==> config.mk <==
export PLATFORM = sky130hd
export DESIGN_NAME = hazard_scoreboard
export DESIGN_NICKNAME = d
export VERILOG_FILES = /design/src/rtl/hazard_scoreboard.sv
export SDC_FILE = /design/constraint.sdc
export NUM_CORES = 1
export LEC_CHECK = 0
export CAP_MARGIN = 20
export CORE_MARGIN = 3
export CORE_UTILIZATION = 28
export DETAILED_ROUTE_END_ITERATION = 6
export PLACE_DENSITY = 0.51
export SETUP_SLACK_MARGIN = 0.4
export SYNTH_ARGS = -nofsm -noshare
export SYNTH_HDL_FRONTEND = slang
export SYNTH_SLANG_ARGS = --single-unit
export TNS_END_PERCENT = 100
==> constraint.sdc <==
create_clock -name clk -period 4 [get_ports clk]
set_input_delay 1.2 -clock clk [delete_from_list [all_inputs] [get_ports clk]]
set_output_delay 1.2 -clock clk [all_outputs]
set_load 0.02 [all_outputs]
==> src/rtl/hazard_scoreboard.sv <==
// D-stage hazard scoreboard: tracks in-flight GPR writers and HI/LO busy time,
// and drives the D-stage stall and forward-source selects.
module hazard_scoreboard #(
  parameter int STAGES   = 3,
  parameter int RA_W     = 5,
  parameter int T_W      = 2,
  parameter int MULT_CYC = 5,
  parameter int DIV_CYC  = 10,
  parameter int FS_W     = 2
) (
  input  logic            clk,
  input  logic            reset,
  input  logic            flush,
  input  logic            d_valid,
  input  logic [RA_W-1:0] d_rs,
  input  logic [RA_W-1:0] d_rt,
  input  logic [T_W-1:0]  d_tuse_rs,
  input  logic [T_W-1:0]  d_tuse_rt,
  input  logic            d_wr_en,
  input  logic [RA_W-1:0] d_wr_addr,
  input  logic [T_W-1:0]  d_tnew,
  input  logic            d_md_start,
  input  logic            d_md_div,
  input  logic            d_md_use,
  output logic            stall,
  output logic [FS_W-1:0] fwd_rs,
  output logic [FS_W-1:0] fwd_rt,
  output logic            md_busy
);

  localparam int CNT_W = $clog2(DIV_CYC + 1);
  localparam logic [T_W-1:0] TUSE_NONE = {T_W{1'b1}};

  logic [STAGES:1]                v_q, v_d;
  logic [STAGES:1][RA_W-1:0]      addr_q, addr_d;
  logic [STAGES:1][T_W-1:0]       tnew_q, tnew_d;
  logic [CNT_W-1:0]               cnt_q, cnt_d;

  logic                           stall_rs, stall_rt;
  logic                           issue;

  // Returns {stall, fwd} for one operand; the descending loop lets the youngest match win.
  function automatic logic [FS_W:0] lookup(input logic [RA_W-1:0] r,
                                           input logic [T_W-1:0]  tuse);
    logic            st;
    logic [FS_W-1:0] fs;
    st = 1'b0;
    fs = '0;
    for (int k = STAGES; k >= 1; k--) begin
      if (v_q[k] && (addr_q[k] == r) && (r != '0)) begin
        st = (tuse != TUSE_NONE) && (tnew_q[k] > tuse);
        fs = (tnew_q[k] == '0) ? FS_W'(k) : '0;
      end
    end
    return {st, fs};
  endfunction

  always_comb begin
    {stall_rs, fwd_rs} = lookup(d_rs, d_tuse_rs);
    {stall_rt, fwd_rt} = lookup(d_rt, d_tuse_rt);
    md_busy = (cnt_q != '0);
    stall   = d_valid && (stall_rs || stall_rt || (d_md_use && md_busy));
    issue   = d_valid && !stall;
  end

  always_comb begin
    v_d       = '0;
    addr_d    = addr_q;
    tnew_d    = tnew_q;
    v_d[1]    = !flush && issue && d_wr_en && (d_wr_addr != '0);
    addr_d[1] = d_wr_addr;
    tnew_d[1] = d_tnew;
    for (int k = 1; k < STAGES; k++) begin
      v_d[k+1]    = !flush && v_q[k];
      addr_d[k+1] = addr_q[k];
      tnew_d[k+1] = (tnew_q[k] == '0) ? '0 : tnew_q[k] - T_W'(1);
    end
  end

  // Flush leaves the counter alone: the issued mult/div keeps executing.
  always_comb begin
    cnt_d = cnt_q;
    if (issue && d_md_start) begin
      cnt_d = d_md_div ? CNT_W'(DIV_CYC) : CNT_W'(MULT_CYC);
    end else if (cnt_q != '0) begin
      cnt_d = cnt_q - CNT_W'(1);
    end
  end

  always_ff @(posedge clk) begin
    if (!reset) begin
      v_q   <= '0;
      cnt_q <= '0;
    end else begin
      v_q   <= v_d;
      cnt_q <= cnt_d;
    end
  end

  // Address/tnew payload is qualified by v_q, so it needs no reset.
  always_ff @(posedge clk) begin
    addr_q <= addr_d;
    tnew_q <= tnew_d;
  end

endmodule

==> results.yml <==
pwr:
  ir_worst_vdd_mv: 0.320
  power_frac_comb: 0.392
  intPower_w: 0.000646
  p_clk_frac: 0.239
  p_sw_w: 0.000285
  finalPower_w: 0.000931
  p_seq_frac: 0.369
  leakage_nw: 1.16
  p_per_area_nw_per_um2: 344
  sw_frac_of_total: 0.306
drt:
  drt_iter0_drc: 54
  ant_nets: 0
  num_vias: 1483
  vias_per_cell: 4.48
  wl_per_cell_microns: 12.7
  wl_mm: 4.20
  dr.pass1.iters: 4
  drc: 0
setup_path:
  cp.arrival_ps: 2900
  max_stage_delay_ps: 530
  crit_fanout: 2
  cp_top_family: "simple AND/OR/NAND/NOR gates"
  path_cells: "buf_8, inv_4, ha_4, nor2b_4, o21ai_2, or4_4, a211o_1, nand3_2, and2_4, buf_6"
  critical_path.slowest_cell: "or4_4"
  required_ps: 2800
  crit_buf_inv: 3
  crit_type: "in2out"
  crit_path_end_kind: "primary output"
  setup.worst_path.start_class: "input pin"
finish:
  fin_util: 0.480
  area_delta_synth_final_pct: 61.9
  final_nets: 305
  drive_above_1_share: 0.375
  diodes: 0
clock_tree:
  htreeDepth: 1
  cts_root_buf: "clkbuf_8"
  clk_latency_ps: 270
  cts.sinks: 28
  cts_buffer_depth: 2
  cts_hold_buf: 0
  clkTransAtPathRegs_ps: 100
  cts_buffers: 3
  tritoncts: "built"
logic_synthesis:
  synth_edf_count: 0
  ys_seq_area_frac: 0.335
  synth_ff_type: "dfxtp_1"
  syn_nets: 225
  yosys.area_share.simple: 0.218
  synth_warnings: 0
  ys_types: 40
  ys_top_cells_by_area: "dfxtp_1 34%, xnor2_1 14%, ha_1 12%, nand2_1 4.0%, xor2_1 2.6%"
  ys_async_sr_fraction: 0
  synthMuxAreaShare: 0.0307
  synthAdderAreaFrac: 0.120
  syn_area_sq_um: 1670
  syn_inst: 180
  yosysTopAreaCell: "dfxtp_1"
  synthTopCellsByCount: "28 x dfxtp_1, 26 x xnor2_1, 18 x nand2_1, 16 x ha_1, 11 x inv_1"
  synth_top_area_frac: 0.335
  ys_ff_latch: 28
  synth_top_family_by_area: "simple AND/OR/NAND/NOR gates"
  syn_area_per_cell_sq_um: 9.29
  synth_compound_area_frac: 0.103
  yosys.cell_count.top_type: "dfxtp_1"
  synth_xor_area_frac: 0.162
timing:
  clock_skew_ps: 2.08
  fin_crit_sh: 1.03
  rsz0062_at_grt: "true"
  setup_viol: 2
  max_freq_mhz: 244
  setup_tns_ps: -128
  period_minus_slack_ps: 4100
  hold_violations: 0
  drv_slew: 0
  tightestPinTransition_ps: 475
  relSlewSlack: 0.680
  setup_slack_ps: -101
status:
  violations: "setup timing"
  outcome: "finished with violations"
placement:
  portBuffers: 34
  dpl_worst_slack_ps: -963
  hpwlAfterDp_mm: 3.34
  place.gp.congestion: 0.771
grt:
  grt_usage: 0.121
  grt_pass1_vias: 1515
  grt_overflow_total: 0
  antenna_found_initial: 0
  grt_pass1_wl_mm: 7.04
  grt_max_degree: 17
floorplanning:
  fp.dieArea_sq_um: 6940
  core-area_sq_um: 5640
  row_count: 27
  ios: 35
  die_y_microns: 83.3
  start_util: 0.297
  die_w_microns: 83.3
hold_path:
  worstHoldPathType: "reg2reg"
job:
  drv_cap: 0
## final cells by class
cell class | count | area (sq um)
fill | 529 | 2930
multi-input combinational | 138 | 1240
timing repair buffer | 78 | 703
sequential | 28 | 561
tap | 72 | 90.1
inverter | 11 | 43.8
clock buffer | 3 | 41.3
clock inverter | 1 | 30.0
## through the flow
step / hold WS [ps] / std cells / cell area (sq um)
2_1_floorplan: 375 / 180 / 1700
3_3_place_gp: 389 / 314 / 2350
3_5_place_dp: 386 / 314 / 2350
4_1_cts: 400 / 323 / 2560
5_1_grt: 414 / 331 / 2710
6_report: 397 / 331 / 2710
## routing by layer
metal / share of wire / GRT usage / routed length [microns] / vias to the layer above
met5: 0 / 0 / 0 / -
met4: 0.0098 / 0.0416 / 41 / 0
met3: 0.015 / 0.0129 / 62 / 2
met2: 0.48 / 0.203 / 2030 / 16
met1: 0.49 / 0.161 / 2060 / 675
li1: - / - / - / 790
## registers in the layout (all words and copies together), names as in the netlist
signal and cells:
cnt_q 4, tnew_q 6, v_q 3, addr_d 10, addr_q 5
## kinds of logic after synthesis
family                   count (synthesis)
buffers and inverters                   14
flip-flops                              28
adder cells (fa/ha/maj)                 16
AO/OA/AOI/OAI                           22
XOR/XNOR                                31
multiplexers                             5
AND/OR/NAND/NOR                         64
## final timing paths
check	cells after the start	startpoint	slack, ps	endpoint
max	10	d_tuse_rs[1]	-100	stall
min reg2reg	0	addr_d[8]	400	addr_d[13]
min	0	addr_d[8]	400	addr_d[13]
max reg2reg	9	tnew_q[5]	1680	cnt_q[1]
## timing repair
| action | in CTS | in global routing |
|---|---|---|
| resized for setup | 110 | 17 |
| setup endpoints to repair | 5 | 5 |
| pin swaps | 23 | 12 |
| setup buffers | 5 | 8 |
## power groups by stage
stage	Clock, W	Sequential (W)	Combinational, W
CTS	0.000230	0.000343	0.000353
floorplan	0	0.000340	0.000211
global route	0.000241	0.000349	0.000402
finish	0.000223	0.000343	0.000365
detailed placement	0	0.000349	0.000328
global placement	0	0.000348	0.000326
## layout by cell type (no fill, tap or decap), types with 3 or more instances in the layout
cell type,Yosys,final
nand2_1,18,17
clkdlybuf4s50_1,0,15
dfxtp_1,28,28
inv_1,11,9
xnor2_1,26,24
xor2_1,5,4
mux2i_1,4,4
nand4_1,5,5
o211ai_1,3,3
ha_1,16,14
nor2_1,9,9
buf_4,0,38
buf_2,0,4
or4_4,1,3
clkbuf_8,0,3
nor3_1,6,3
buf_6,0,12
buf_8,0,4
nor2b_1,4,3
## worst register-to-register path, delay by kind of cell (launching register included)
| kind | cells | cell delay [ps] |
|---|---|---|
| and+or+nand+nor | 3 | 780 |
| DFF | 1 | 380 |
| buffers and inverters | 2 | 270 |
| AOI/OAI and AO/OA | 2 | 360 |
| adders and majority gates | 1 | 290 |
| muxes | 1 | 190 |
Power figures use the tool's default switching activity.
